--- config.mk ---
export PLATFORM = sky130hd
export DESIGN_NAME = hazard_ctrl
export DESIGN_NICKNAME = d
export VERILOG_FILES = /design/src/rtl/hazard_ctrl.sv
export SDC_FILE = /design/constraint.sdc
export NUM_CORES = 1
export LEC_CHECK = 0
export BUFFER_PORTS_ARGS = -buffer_cell sky130_fd_sc_hd__buf_2
export CAP_MARGIN = 30
export CELL_PAD_IN_SITES_DETAIL_PLACEMENT = 0
export CELL_PAD_IN_SITES_GLOBAL_PLACEMENT = 1
export CORE_ASPECT_RATIO = 0.75
export CORE_MARGIN = 1.5
export CORE_UTILIZATION = 41
export CTS_BUF_LIST = sky130_fd_sc_hd__clkbuf_4
export DETAILED_ROUTE_END_ITERATION = 8
export GPL_TIMING_DRIVEN = 0
export PLACE_DENSITY_LB_ADDON = 0.1
export SYNTH_ARGS = -nofsm -noshare
export SYNTH_HDL_FRONTEND = slang
export SYNTH_SLANG_ARGS = --single-unit
--- constraint.sdc ---
create_clock -name clk -period 2.3 [get_ports clk]
set_clock_uncertainty 0.15 [all_clocks]
set_input_delay 0.115 -clock clk [delete_from_list [all_inputs] [get_ports clk]]
set_output_delay 0.115 -clock clk [all_outputs]
set_load 0.05 [all_outputs]
--- src/rtl/hazard_ctrl.sv ---
// hazard_ctrl: pipeline hazard controller for the D/E/M/W CPU.
// Decodes the D-stage instruction into source registers with their Tuse, a
// destination register and its Tnew. A private E/M/W shadow pipeline of these
// entries produces the freeze/bubble request and the bypass selects. A
// mult/div busy counter holds off md instructions while the unit is working.
//
// Ports:
//   clk        rising-edge clock
//   reset      asynchronous, active-low reset
//   instr_d    D-stage instruction (held upstream while stall=1)
//   stall      freeze PC and F/D, bubble into E
//   fwd_rs_d   D rs bypass   : 0 GRF, 1 from E, 2 from M
//   fwd_rt_d   D rt bypass   : same encoding
//   fwd_rs_e   E rs bypass   : 0 pipeline reg, 1 from M, 2 from W
//   fwd_rt_e   E rt bypass   : same encoding
//   fwd_rt_m   M rt (sw data) bypass from W
//   md_busy    mult/div unit busy
//   md_start   mult/div in E (start pulse to the unit)

package hazard_ctrl_pkg;
   localparam logic [1:0] MD_NONE = 2'd0;
   localparam logic [1:0] MD_MUL  = 2'd1;
   localparam logic [1:0] MD_DIV  = 2'd2;

   // Shadow-pipeline entry; rs/rt are zero when the instruction does not read them.
   typedef struct packed {
      logic [4:0] dst;
      logic [1:0] tnew;
      logic [4:0] rs;
      logic [4:0] rt;
      logic [1:0] md;
   } stage_t;
endpackage

module hazard_ctrl
   import hazard_ctrl_pkg::*;
#(
   parameter int unsigned MUL_CYC = 5,
   parameter int unsigned DIV_CYC = 10,
   parameter int unsigned CNT_W   = 4
) (
   input  logic        clk,
   input  logic        reset,
   input  logic [31:0] instr_d,
   output logic        stall,
   output logic [1:0]  fwd_rs_d,
   output logic [1:0]  fwd_rt_d,
   output logic [1:0]  fwd_rs_e,
   output logic [1:0]  fwd_rt_e,
   output logic        fwd_rt_m,
   output logic        md_busy,
   output logic        md_start
);

   localparam logic [5:0] OP_RTYPE = 6'h00;
   localparam logic [5:0] OP_JAL   = 6'h03;
   localparam logic [5:0] OP_BEQ   = 6'h04;
   localparam logic [5:0] OP_ORI   = 6'h0d;
   localparam logic [5:0] OP_LUI   = 6'h0f;
   localparam logic [5:0] OP_LW    = 6'h23;
   localparam logic [5:0] OP_SW    = 6'h2b;

   localparam logic [5:0] F_SLL    = 6'h00;
   localparam logic [5:0] F_JR     = 6'h08;
   localparam logic [5:0] F_JALR   = 6'h09;
   localparam logic [5:0] F_MFHI   = 6'h10;
   localparam logic [5:0] F_MFLO   = 6'h12;
   localparam logic [5:0] F_MULT   = 6'h18;
   localparam logic [5:0] F_DIV    = 6'h1a;
   localparam logic [5:0] F_ADDU   = 6'h21;
   localparam logic [5:0] F_SUBU   = 6'h23;

   logic [5:0]       opcode;
   logic [5:0]       funct;
   logic [4:0]       f_rs;
   logic [4:0]       f_rt;
   logic [4:0]       f_rd;

   stage_t           d_ent;
   logic [1:0]       d_tuse_rs;
   logic [1:0]       d_tuse_rt;
   logic             d_md_op;

   stage_t           e_q;
   stage_t           m_q;
   stage_t           w_q;
   stage_t           m_next;
   logic [CNT_W-1:0] cnt_q;

   logic             data_stall;
   logic             md_stall;
   logic             unused_bits;

   assign opcode = instr_d[31:26];
   assign f_rs   = instr_d[25:21];
   assign f_rt   = instr_d[20:16];
   assign f_rd   = instr_d[15:11];
   assign funct  = instr_d[5:0];

   // Shamt and the W-stage payload beyond dst are carried but never inspected.
   assign unused_bits = ^{instr_d[10:6], w_q.tnew, w_q.rs, w_q.rt, w_q.md};

   // Source r with use time t collides with a producer in E or M whose result is later.
   function automatic logic src_hazard(input logic [4:0] r, input logic [1:0] t,
                                       input stage_t e, input stage_t m);
      return (r != 5'd0) &&
             (((e.dst == r) && (e.tnew > t)) || ((m.dst == r) && (m.tnew > t)));
   endfunction

   // D-stage bypass: nearest ready producer wins (E over M).
   function automatic logic [1:0] sel_d(input logic [4:0] r, input stage_t e, input stage_t m);
      if (r == 5'd0)                              return 2'd0;
      else if ((e.dst == r) && (e.tnew == 2'd0))  return 2'd1;
      else if ((m.dst == r) && (m.tnew == 2'd0))  return 2'd2;
      else                                        return 2'd0;
   endfunction

   // E-stage bypass: ready M result first, then whatever W is writing.
   function automatic logic [1:0] sel_e(input logic [4:0] r, input stage_t m, input stage_t w);
      if (r == 5'd0)                              return 2'd0;
      else if ((m.dst == r) && (m.tnew == 2'd0))  return 2'd1;
      else if (w.dst == r)                        return 2'd2;
      else                                        return 2'd0;
   endfunction

   // Instruction decode into sources/Tuse and destination/Tnew.
   always_comb begin
      d_ent     = '0;
      d_tuse_rs = 2'd0;
      d_tuse_rt = 2'd0;
      d_md_op   = 1'b0;
      case (opcode)
         OP_RTYPE: begin
            case (funct)
               F_ADDU, F_SUBU: begin
                  d_ent.rs   = f_rs;
                  d_ent.rt   = f_rt;
                  d_tuse_rs  = 2'd1;
                  d_tuse_rt  = 2'd1;
                  d_ent.dst  = f_rd;
                  d_ent.tnew = 2'd1;
               end
               F_SLL: begin
                  d_ent.rt   = f_rt;
                  d_tuse_rt  = 2'd1;
                  d_ent.dst  = f_rd;
                  d_ent.tnew = 2'd1;
               end
               F_JR: begin
                  d_ent.rs   = f_rs;
                  d_tuse_rs  = 2'd0;
               end
               F_JALR: begin
                  d_ent.rs   = f_rs;
                  d_tuse_rs  = 2'd0;
                  d_ent.dst  = f_rd;
                  d_ent.tnew = 2'd0;
               end
               F_MULT, F_DIV: begin
                  d_ent.rs   = f_rs;
                  d_ent.rt   = f_rt;
                  d_tuse_rs  = 2'd1;
                  d_tuse_rt  = 2'd1;
                  d_ent.md   = (funct == F_DIV) ? MD_DIV : MD_MUL;
                  d_md_op    = 1'b1;
               end
               F_MFHI, F_MFLO: begin
                  d_ent.dst  = f_rd;
                  d_ent.tnew = 2'd1;
                  d_md_op    = 1'b1;
               end
               default: ;
            endcase
         end
         OP_ORI: begin
            d_ent.rs   = f_rs;
            d_tuse_rs  = 2'd1;
            d_ent.dst  = f_rt;
            d_ent.tnew = 2'd1;
         end
         OP_LUI: begin
            d_ent.dst  = f_rt;
            d_ent.tnew = 2'd1;
         end
         OP_LW: begin
            d_ent.rs   = f_rs;
            d_tuse_rs  = 2'd1;
            d_ent.dst  = f_rt;
            d_ent.tnew = 2'd2;
         end
         OP_SW: begin
            d_ent.rs   = f_rs;
            d_ent.rt   = f_rt;
            d_tuse_rs  = 2'd1;
            d_tuse_rt  = 2'd2;
         end
         OP_BEQ: begin
            d_ent.rs   = f_rs;
            d_ent.rt   = f_rt;
            d_tuse_rs  = 2'd0;
            d_tuse_rt  = 2'd0;
         end
         OP_JAL: begin
            d_ent.dst  = 5'd31;
            d_ent.tnew = 2'd0;
         end
         default: ;
      endcase
   end

   assign md_start = (e_q.md != MD_NONE);
   assign md_busy  = (cnt_q != '0);

   // Stall request: data hazards on either source, or md op while the unit is occupied.
   always_comb begin
      data_stall = src_hazard(d_ent.rs, d_tuse_rs, e_q, m_q) |
                   src_hazard(d_ent.rt, d_tuse_rt, e_q, m_q);
      md_stall   = d_md_op & (md_busy | md_start);
      stall      = data_stall | md_stall;
   end

   // Bypass selects for D, E and M consumers.
   always_comb begin
      fwd_rs_d = sel_d(d_ent.rs, e_q, m_q);
      fwd_rt_d = sel_d(d_ent.rt, e_q, m_q);
      fwd_rs_e = sel_e(e_q.rs, m_q, w_q);
      fwd_rt_e = sel_e(e_q.rt, m_q, w_q);
      fwd_rt_m = (m_q.rt != 5'd0) && (w_q.dst == m_q.rt);
   end

   // E entry moving to M has one cycle less to produce its result.
   always_comb begin
      m_next      = e_q;
      m_next.tnew = (e_q.tnew == 2'd0) ? 2'd0 : e_q.tnew - 2'd1;
   end

   // Shadow pipeline advance; a stall turns the E slot into a bubble.
   always_ff @(posedge clk or negedge reset) begin
      if (!reset) begin
         e_q <= '0;
         m_q <= '0;
         w_q <= '0;
      end else begin
         w_q <= m_q;
         m_q <= m_next;
         e_q <= stall ? stage_t'('0) : d_ent;
      end
   end

   // Busy counter loads when a mult/div sits in E, then counts down to idle.
   always_ff @(posedge clk or negedge reset) begin
      if (!reset) begin
         cnt_q <= '0;
      end else if (md_start) begin
         cnt_q <= (e_q.md == MD_DIV) ? CNT_W'(DIV_CYC) : CNT_W'(MUL_CYC);
      end else if (cnt_q != '0) begin
         cnt_q <= cnt_q - CNT_W'(1);
      end
   end

endmodule

==> results of run 1 <==
-- cell families (layout without fill, tap and decap cells) --
family	after synthesis	after routing	synth area share (%)
adders and majority gates	8	8	3.34
DFF	40	40	33.4
buffers and inverters	26	102	5.43
xor gates and xnor gates	36	36	10.5
and+or+nand+nor	138	138	28.7
AOI/OAI and AO/OA	76	76	18.6
-- cells in the final DEF, fill, tap and decap left out, types with 4 or more instances in the layout --
cell type      netlist  routed
or2_2                4       4
nor3_1              10       9
and2_1               4       4
dfrtp_1             40      33
buf_6                4      12
buf_2                0      33
xor2_1               8       8
ha_1                 8       8
nand2b_1             4       4
xnor2_1             28      28
o21ai_0              8       6
nand3_1             12      11
o22ai_1              6       6
nor4_2              10      11
inv_1               12      10
or2b_2               4       4
dfrtp_2              0       7
o21a_1               7       7
dlygate4sd3_1        0      21
nand2_1             28      28
nor2_1              16      14
buf_4                1       9
a21oi_1             22      20
clkbuf_4             1       6
nand4_1              8       8
nor4_1              11       8
-- layout make-up --
class,count,area [sq um]
plain buffers,9,98.8
repair buffers,73,583
clock inverters,3,46.3
fillers,654,3010
clock buffers,5,37.5
multi-input cells,258,1970
flip-flops and latches,40,1010
inverters,12,45.0
well taps,98,123
-- Yosys cell counts (2+ instances only) --
master,instances,area (sq um)
dfrtp_1,40,1000
nand2_1,28,105
xnor2_1,28,245
a21oi_1,22,110
nor2_1,16,60.1
inv_1,12,45.0
nand3_1,12,60.1
nor4_1,11,68.8
nor3_1,10,50.1
nor4_2,10,125
ha_1,8,100
nand4_1,8,50.1
o21ai_0,8,40.0
xor2_1,8,70.1
o21a_1,7,52.6
o22ai_1,6,37.5
clkbuf_1,5,18.8
or4_1,5,37.5
and2_1,4,25.0
buf_6,4,45.0
nand2b_1,4,25.0
or2_2,4,25.0
or2b_2,4,35.0
a21o_1,3,22.5
a22o_1,3,26.3
nand3b_1,3,22.5
nor2b_1,3,18.8
or3_1,3,18.8
a211oi_1,2,15.0
a221o_1,2,20.0
nand4bb_1,2,22.5
o211ai_2,2,25.0
o21ai_2,2,17.5
o21ai_4,2,32.5
o21bai_1,2,15.0
-- repair_timing --
| action | CTS | global route |
|---|---|---|
| gates resized for setup | 27 | 17 |
| pin swaps | 5 | 7 |
| cloned | 1 | 0 |
| endpoints found under the hold margin | 58 | 0 |
| setup endpoints to repair | 26 | 27 |
| setup buffers | 5 | 8 |
| hold buffers | 21 | 0 |
-- state kept, by name (all words and copies together), names as in the netlist --
name / cells
e_q: 19
m_q: 12
w_q: 5
cnt_q: 4
-- worst min-delay path: stages --
cell and delay (ns):
buf_2 0.14, o32a_1 0.19, nor4_2 0.04
-- metrics by stage --
step | total power [uW] | setup TNS [ns] | cell area (sq um) | util (%)
floorplan | 1120 | -0.159 | 3050 | -
global placement | 1260 | -11.71 | 3360 | 48.5
detailed placement | 1270 | -11.02 | 3360 | 48.5
CTS | 1810 | -4.75 | 3810 | 55.0
global route | 1920 | -8.87 | 3920 | 56.5
finish | 1830 | -7.51 | 3920 | 56.5
-- how the worst max path moves through the flow --
stage,slack [ns],to,start
3_3_place_gp,-0.73,stall,instr_d[31]
4_1_cts,-0.47,stall,e_q[15]$_DFF_PN0_
6_report,-0.54,fwd_rs_d[0],e_q[15]$_DFF_PN0_
3_5_place_dp,-0.68,stall,instr_d[31]
5_1_grt,-0.64,stall,cnt_q[0]$_DFFE_PN0N_
2_1_floorplan,-0.16,fwd_rs_d[0],e_q[15]$_DFF_PN0_
-- metal layers --
metal / up-vias / wire [um] / track usage, %
li1: 1355 / - / -
met1: 1350 / 4680 / 38.7
met2: 79 / 3760 / 33.4
met3: 7 / 428 / 3.01
met4: 0 / 67 / 4.58
met5: - / 0 / 0
-- power breakdown --
group | total, uW | leakage (uW) | internal (uW) | switching [uW]
sequential | 794 | 0.000536 | 751 | 42.5
clock | 494 | 0.0000418 | 232 | 261
combinational | 539 | 0.00102 | 235 | 304
==> results_dict.tcl, run 1 <==
set metrics [dict create \
    fin_ws_ns -0.544 \
    insertion_delay_ns 0.36 \
    critPathBufInv 3 \
    yosysWarningCount 0 \
    grt_pass1_vias 2587 \
    hp-class "input pin to register" \
    path_delay_family "compound AO/OA/AOI/OAI gates" \
    grt_pass1_wl_mm 14.3 \
    tightestPinTransition_ns 0.940 \
    cp_data_required_time_ns 2.04 \
    r2r_slack_ns -0.39 \
    slowest_delay_ns 0.45 \
    cp_max_fo 3 \
    vdd_drop_max_v 0.000233 \
    clk_pin_slew_ns 0.13 \
    synth_cells 324 \
    syn2layout_area_growth_pct 30.6 \
    viasPerCell 5.60 \
    finalHoldViolations 0 \
    drt_iter0_markers 182 \
    clock-sinks 40 \
    fp-row-count 26 \
    setup_viol 24 \
    place_congestion 0.826 \
    cp.depth 8 \
    syn_nets 366 \
    cap_violations 0 \
    final_cells 498 \
    synthArstFlopShare_pct 100 \
    leakagePower_uw 0.00160 \
    final_antenna_net_count 0 \
    r2r-end "e_q[9]$_DFF_PN0_" \
    cp-end-kind "output port" \
    slew_headroom_pct 37.3 \
    cp_cell_sequence "inv_2, a222oi_1, a31oi_1, a221o_1, buf_6, nor4_4, and3_4, buf_8" \
    placed_cells 460 \
    numPortBuffers 38 \
    num_antenna_cells 0 \
    cts_max_level 2 \
    io_pins 46 \
    min_period_ns 2.84 \
    grt_max_degree 41 \
    pre_cts_ws_ns -0.685 \
    holdWs_ns 0.000686 \
    violations "setup timing" \
    hold_depth 3 \
    numCtsBuffers 5 \
    vias 2791 \
    reg2reg_depth 12 \
    finalCritPeriodShare_pct 124 \
    hold_end "e_q[12]$_DFF_PN0_" \
    fin_nets 441 \
    netlist_area_sq_um 3000 \
    cts-root-buf "clkbuf_4" \
    dr.pass1.iters 4 \
    hpwlAfterDp_mm 6.22 \
    rsz0062_at_grt "yes" \
    clk_path_buf_depth 2 \
    synth_ff_type "dfrtp_1" \
    hp-start "instr_d[3]" \
    arrival_ns 2.58 \
    outcome "finished with violations" \
    r2r_start "e_q[15]$_DFF_PN0_" \
    floorplan.initialDensity_pct 43.3 \
    route.detailed.drc 0 \
    startpoint_type "register" \
    tritoncts "yes" \
    die_w_um 102 \
    yosysSeqAreaShare_pct 33.4 \
    ys_ff_latch 40 \
    die_y_um 77.1 \
    final_max_slew_viol_count 0 \
    drive_gt1_share_pct 32.0 \
    critPathSlowestCell "a222oi_1" \
    grtUsageTotal_pct 23.9 \
    synth_edf_count 0 \
    p_per_area_nw_per_um2 466 \
    fmax_mhz 352 \
    antenna_found_initial 0 \
    wire_per_inst_um 17.9 \
    syn_avg_cell_area_sq_um 9.25 \
    drt-total-wl_mm 8.94 \
    synthDistinctLibCells 66 \
    core_area_sq_um 6930 \
    die-area_sq_um 7840 \
    overflow 0 \
    critical_path_class "register to output port" \
]
Note: power is estimated with default switching activity, not from simulation.
==> run 2, diff against run 1 <==
Settings changed: ABC_AREA set to 1, CORE_UTILIZATION 41 to 38.
==> results_dict.tcl, run 2 <==
set metrics [dict create \
    die-area_sq_um 7850 \
    syn_nets 421 \
    clock-sinks 40 \
    insertion_delay_ns 0.35 \
    largest_reg_flops 19 \
    synthArstFlopShare_pct 100 \
    r2r-end "e_q[10]$_DFF_PN0_" \
    die_w_um 102 \
    outcome "completed" \
    met1_usage_pct 27.9 \
    dr.pass1.iters 4 \
    placed_cells 517 \
    reg2reg_depth 10 \
    cp-startpoint "instr_d[3]" \
    die_y_um 77.1 \
    yosys.area.top_type "dfrtp_1" \
    grtUsageMet2_pct 32.5 \
    grt_max_degree 41 \
    critical_path_class "input pin to output port" \
    dpl_cell_area_sq_um 3110 \
    clk_pin_slew_ns 0.13 \
    final_antenna_net_count 0 \
    top_regs "e_q x19, m_q x12, w_q x5" \
    ys_ff_latch 40 \
    final_util_pct 55.6 \
    r2r_start "m_q[13]$_DFF_PN0_" \
    place_congestion 0.833 \
    cp_data_required_time_ns 2.04 \
    n_fill_cell 685 \
    top_usage_layer "met2" \
    final_max_slew_viol_count 0 \
    synth_area_leaders "dfrtp_1, nand2_1, nand3_1" \
    overflow 0 \
    route.detailed.drc 0 \
    syn2layout_area_growth_pct 39.0 \
    startpoint_type "input pin" \
    layout_commonest_cell "nand2_1" \
    core_area_sq_um 6960 \
    tritoncts "yes" \
    antenna_found_initial 0 \
    arrival_ns 2.00 \
    drive_gt1_share_pct 35.7 \
    min_period_ns 2.26 \
    synth_top_cell_area_share_pct 36.0 \
    vdd_drop_max_v 0.000261 \
    finalHoldViolations 0 \
    cts_max_level 2 \
    numPortBuffers 40 \
    syn_avg_cell_area_sq_um 7.34 \
    synth.most_common_cell "nand2_1" \
    cp-end-kind "output port" \
    yosysSeqAreaShare_pct 36.0 \
    hpwlAfterDp_mm 5.54 \
    endpoint "stall" \
    synth_cells 379 \
    floorplan.initialDensity_pct 40.0 \
    layout_common_cells "nand2_1, inv_1, nand3_1, dfrtp_1, buf_2" \
    num_antenna_cells 0 \
    cts-root-buf "clkbuf_4" \
    slew_headroom_pct 40.1 \
    numCtsBuffers 5 \
    yosysWarningCount 0 \
    finalCritPeriodShare_pct 98.3 \
    gr-usage-met3_pct 3.01 \
    setup_viol 0 \
    clk_path_buf_depth 2 \
    grt_pass1_vias 2606 \
    drt_iter0_markers 113 \
    cap_violations 0 \
    hp-class "input pin to register" \
    cp_max_fo 8 \
    synth_common_cells "nand2_1, inv_1, nand3_1, dfrtp_1, nor2_1" \
    fp-row-count 26 \
    tightestPinTransition_ns 0.898 \
    fmax_mhz 442 \
    grtUsageTotal_pct 19.9 \
    p_per_area_nw_per_um2 463 \
    synthDistinctLibCells 35 \
    grt_pass1_wl_mm 12.1 \
    final_cells 566 \
    io_pins 46 \
    fin_nets 509 \
    synth_edf_count 0 \
    synth_ff_type "dfrtp_1" \
    largest_register "e_q" \
    r2r_slack_ns 0.38 \
    tns_ns 0 \
    rsz0062_at_grt "yes" \
    drt-total-wl_mm 7.56 \
    viasPerCell 4.80 \
    final_area_sq_um 3870 \
    netlist_area_sq_um 2780 \
    vias 2714 \
    leakagePower_uw 0.00195 \
    wire_per_inst_um 13.3 \
    finalPower_uw 1790 \
]
==> run 2: changes by cell type in the layout (fill, tap and decap cells not counted), sizes merged, moves of 5 or more <==
cell	delta
a21oi	-16
buf	+9
inv	+46
nand2	+48
nand3	+35
nor2	+47
nor3	-5
nor4	-18
o21a	-8
o22ai	-6
or4	-5
xnor2	-20
==> run 2: power breakdown <==
part / switching, uW / internal, uW
Clock: 245 / 227
Sequential: 38.8 / 751
Combinational: 308 / 219
Total: 593 / 1200
==> run 2: worst min path at each step <==
stage	startpoint	end	cells past startpoint
4_1_cts	instr_d[17]	e_q[3]$_DFF_PN0_	5
3_5_place_dp	reset	cnt_q[0]$_DFFE_PN0N_	1
3_3_place_gp	reset	cnt_q[0]$_DFFE_PN0N_	1
5_1_grt	instr_d[17]	e_q[3]$_DFF_PN0_	5
2_1_floorplan	reset	cnt_q[0]$_DFFE_PN0N_	0
6_report	instr_d[17]	e_q[3]$_DFF_PN0_	5
==> run 2: per-stage QoR <==
| step | worst slack [ns] | hold WS (ns) |
|---|---|---|
| finish | 0.0389 | 0.0605 |
| global route | -0.105 | 0.0669 |
| CTS | 0.00264 | 0.0547 |
| detailed placement | -0.139 | 0.152 |
| global placement | -0.186 | 0.151 |
| floorplan | 0.198 | -0.331 |
==> run 2: cell type report <==
class / count / area, sq um / share of cell area (%)
tap: 98 / 123 / 3.17
inverter: 59 / 226 / 5.86
sequential: 40 / 1010 / 26.0
clock buffer: 5 / 37.5 / 0.971
multi-input combinational: 274 / 1730 / 44.8
timing repair buffer: 82 / 629 / 16.3
clock inverter: 3 / 42.5 / 1.10
buffer: 5 / 68.8 / 1.78
==> run 2: cells by family (layout without fill, tap and decap cells) <==
group                    after synthesis  count (layout)  share of synthesized area, %
AO/OA/AOI/OAI                         34              34                          7.38
XOR/XNOR                              19              19                          5.98
adder cells (fa/ha/maj)                8               8                          3.60
buffers and inverters                 65             154                          9.99
flip-flops                            40              40                          36.0
AND/OR/NAND/NOR                      213             213                          37.1
==> run 2: critical path, stage by stage <==
cell	delay, ns
buf_4	0.12
inv_2	0.04
nor2_2	0.16
nand3_2	0.12
nand2_2	0.11
nand2_4	0.07
nand3_4	0.12
buf_8	0.14
buf_6	0.12
buf_6	0.10
nand3_2	0.05
nand4_1	0.15
nor2_4	0.06
nand3_1	0.09
nand3_2	0.13
buf_12	0.17
buf_12	0.14
==> run 2: what timing repair did <==
action | in CTS | in global routing
buffers inserted | 2 | 20
gates resized for setup | 14 | 82
setup endpoints to repair | 6 | 7
hold buffers | 20 | 0
pin swaps | 0 | 28
endpoints found under the hold margin | 57 | 0
==> run 2: layer usage <==
layer	vias to the layer above	part of all wire, %
li1	1397	-
met1	1266	50
met2	47	46
met3	4	3.2
met4	0	0.48
met5	-	0
==> run 3, diff against run 2 <==
Settings changed: CORE_MARGIN 1.5 to 2.
==> results_dict.tcl, run 3 (synthesized netlist as in run 2, its figures left out) <==
set metrics [dict create \
    outcome "completed" \
    cp-end-kind "output port" \
    insertion_delay_ns 0.35 \
    io_pins 46 \
    grt_max_degree 41 \
    critPathBufInv 3 \
    arrival_ns 2.03 \
    hpwlAfterDp_mm 5.73 \
    cts_max_level 2 \
    fp-row-count 26 \
    min_period_ns 2.29 \
    dr.pass1.iters 4 \
    clk_pin_slew_ns 0.14 \
    die-area_sq_um 8030 \
    place_congestion 0.860 \
    finalHoldViolations 0 \
    placed_cells 517 \
    tritoncts "yes" \
    drt-total-wl_mm 7.63 \
    final_util_pct 54.6 \
    vdd_drop_max_v 0.000252 \
    numCtsBuffers 5 \
    num_antenna_cells 0 \
    core_area_sq_um 6960 \
    critPathSlowestCell "dfrtp_2" \
    cp_data_required_time_ns 2.04 \
    tightestPinTransition_ns 0.889 \
    layout_commonest_cell "nand2_1" \
    slew_headroom_pct 40.7 \
    hp-class "input pin to register" \
    grt_pass1_wl_mm 12.8 \
    die_w_um 103 \
    overflow 0 \
    grtUsageTotal_pct 20.3 \
    holdWs_ns 0.0661 \
    cp_cell_sequence "inv_4, o22ai_4, a221oi_2, nand4_1, nor4_4, inv_1, nor2_2, buf_6" \
    syn2layout_area_growth_pct 36.8 \
    fin_nets 507 \
    critical_path_class "register to output port" \
    p_per_area_nw_per_um2 473 \
    vias 2733 \
    floorplan.initialDensity_pct 40.0 \
    die_y_um 78.1 \
    largest_reg_flops 19 \
    grt_pass1_vias 2703 \
    numPortBuffers 40 \
    startpoint_type "register" \
    leakagePower_uw 0.00192 \
    cap_violations 0 \
    layout_common_cells "nand2_1, inv_1, nand3_1" \
    drive_gt1_share_pct 31.8 \
    route.detailed.drc 0 \
    drt_iter0_markers 136 \
    setup_viol 0 \
    viasPerCell 4.85 \
    cp_max_fo 3 \
    final_cells 564 \
    slowest_delay_ns 0.47 \
    final_antenna_net_count 0 \
    clock-sinks 40 \
    clk_path_buf_depth 2 \
    final_max_slew_viol_count 0 \
    largest_register "e_q" \
    finalCritPeriodShare_pct 99.7 \
    top_regs "e_q x19, m_q x12, w_q x5" \
    wire_per_inst_um 13.5 \
    fmax_mhz 436 \
    rsz0062_at_grt "yes" \
    antenna_found_initial 0 \
    cts-root-buf "clkbuf_4" \
    path_delay_family "simple AND/OR/NAND/NOR gates" \
    tns_ns 0 \
    n_fill_cell 709 \
]
run 3: area by class of cell:
cell class	count	area (sq um)	area share, %
buffer	5	65.1	1.71
clock inverter	3	46.3	1.22
clock buffer	5	37.5	0.987
multi-input combinational	274	1670	43.9
tap	98	123	3.22
inverter	59	226	5.95
timing repair buffer	80	624	16.4
sequential	40	1010	26.6
run 3: report_power, final:
| part | total (uW) | switching, uW | internal [uW] |
|---|---|---|---|
| combinational | 515 | 301 | 214 |
| clock | 494 | 261 | 233 |
| sequential | 788 | 37.2 | 751 |
| total | 1800 | 600 | 1200 |
run 3: per-layer routing:
metal / vias to the layer above / global-route usage [%] / share of wire (%)
li1: 1392 / - / -
met1: 1275 / 29.2 / 51
met2: 64 / 32.7 / 46
met3: 2 / 3.03 / 3.0
met4: 0 / 3.95 / 0.33
met5: - / 0 / 0
run 3: per-stage QoR:
step                      total power [uW]  setup slack, ns  instance area (sq um)
after detailed placement              1230           -0.180                   3110
after CTS                             1760         -0.00459                   3450
after global routing                  1900           -0.167                   3800
final                                 1800          0.00577                   3800
after floorplan                       1090            0.198                   2790
after global placement                1230           -0.202                   3110
run 3: final timing paths:
kind | startpoint | end | slack [ns] | cells past startpoint
max | m_q[16]$_DFF_PN0_ | fwd_rt_e[0] | 0.006 | 8
min | instr_d[17] | e_q[15]$_DFF_PN0_ | 0.07 | 5
max reg2reg | m_q[13]$_DFF_PN0_ | e_q[11]$_DFF_PN0_ | 0.39 | 10
min reg2reg | e_q[16]$_DFF_PN0_ | m_q[16]$_DFF_PN0_ | 0.31 | 0
max in group asynchronous | reset | m_q[14]$_DFF_PN0_ | 1.11 | 2
min in group asynchronous | reset | cnt_q[0]$_DFFE_PN0N_ | 0.26 | 2
run 3: worst register-to-register path: stages, from the launching register on:
cell	delay (ns)
dfrtp_2	0.47
ha_1	0.32
a21oi_1	0.15
a21oi_1	0.05
nand4_1	0.08
nand2_1	0.06
nand2_1	0.07
nand3_2	0.12
buf_12	0.16
buf_4	0.15
nor2_2	0.07
run 3: repair_timing:
action | in CTS | in global routing
gates cloned | 0 | 1
setup buffers | 1 | 18
hold buffers | 20 | 0
setup endpoints to repair | 6 | 9
pin swaps | 0 | 9
endpoints found under the hold margin | 57 | 0
gates resized for setup | 16 | 56
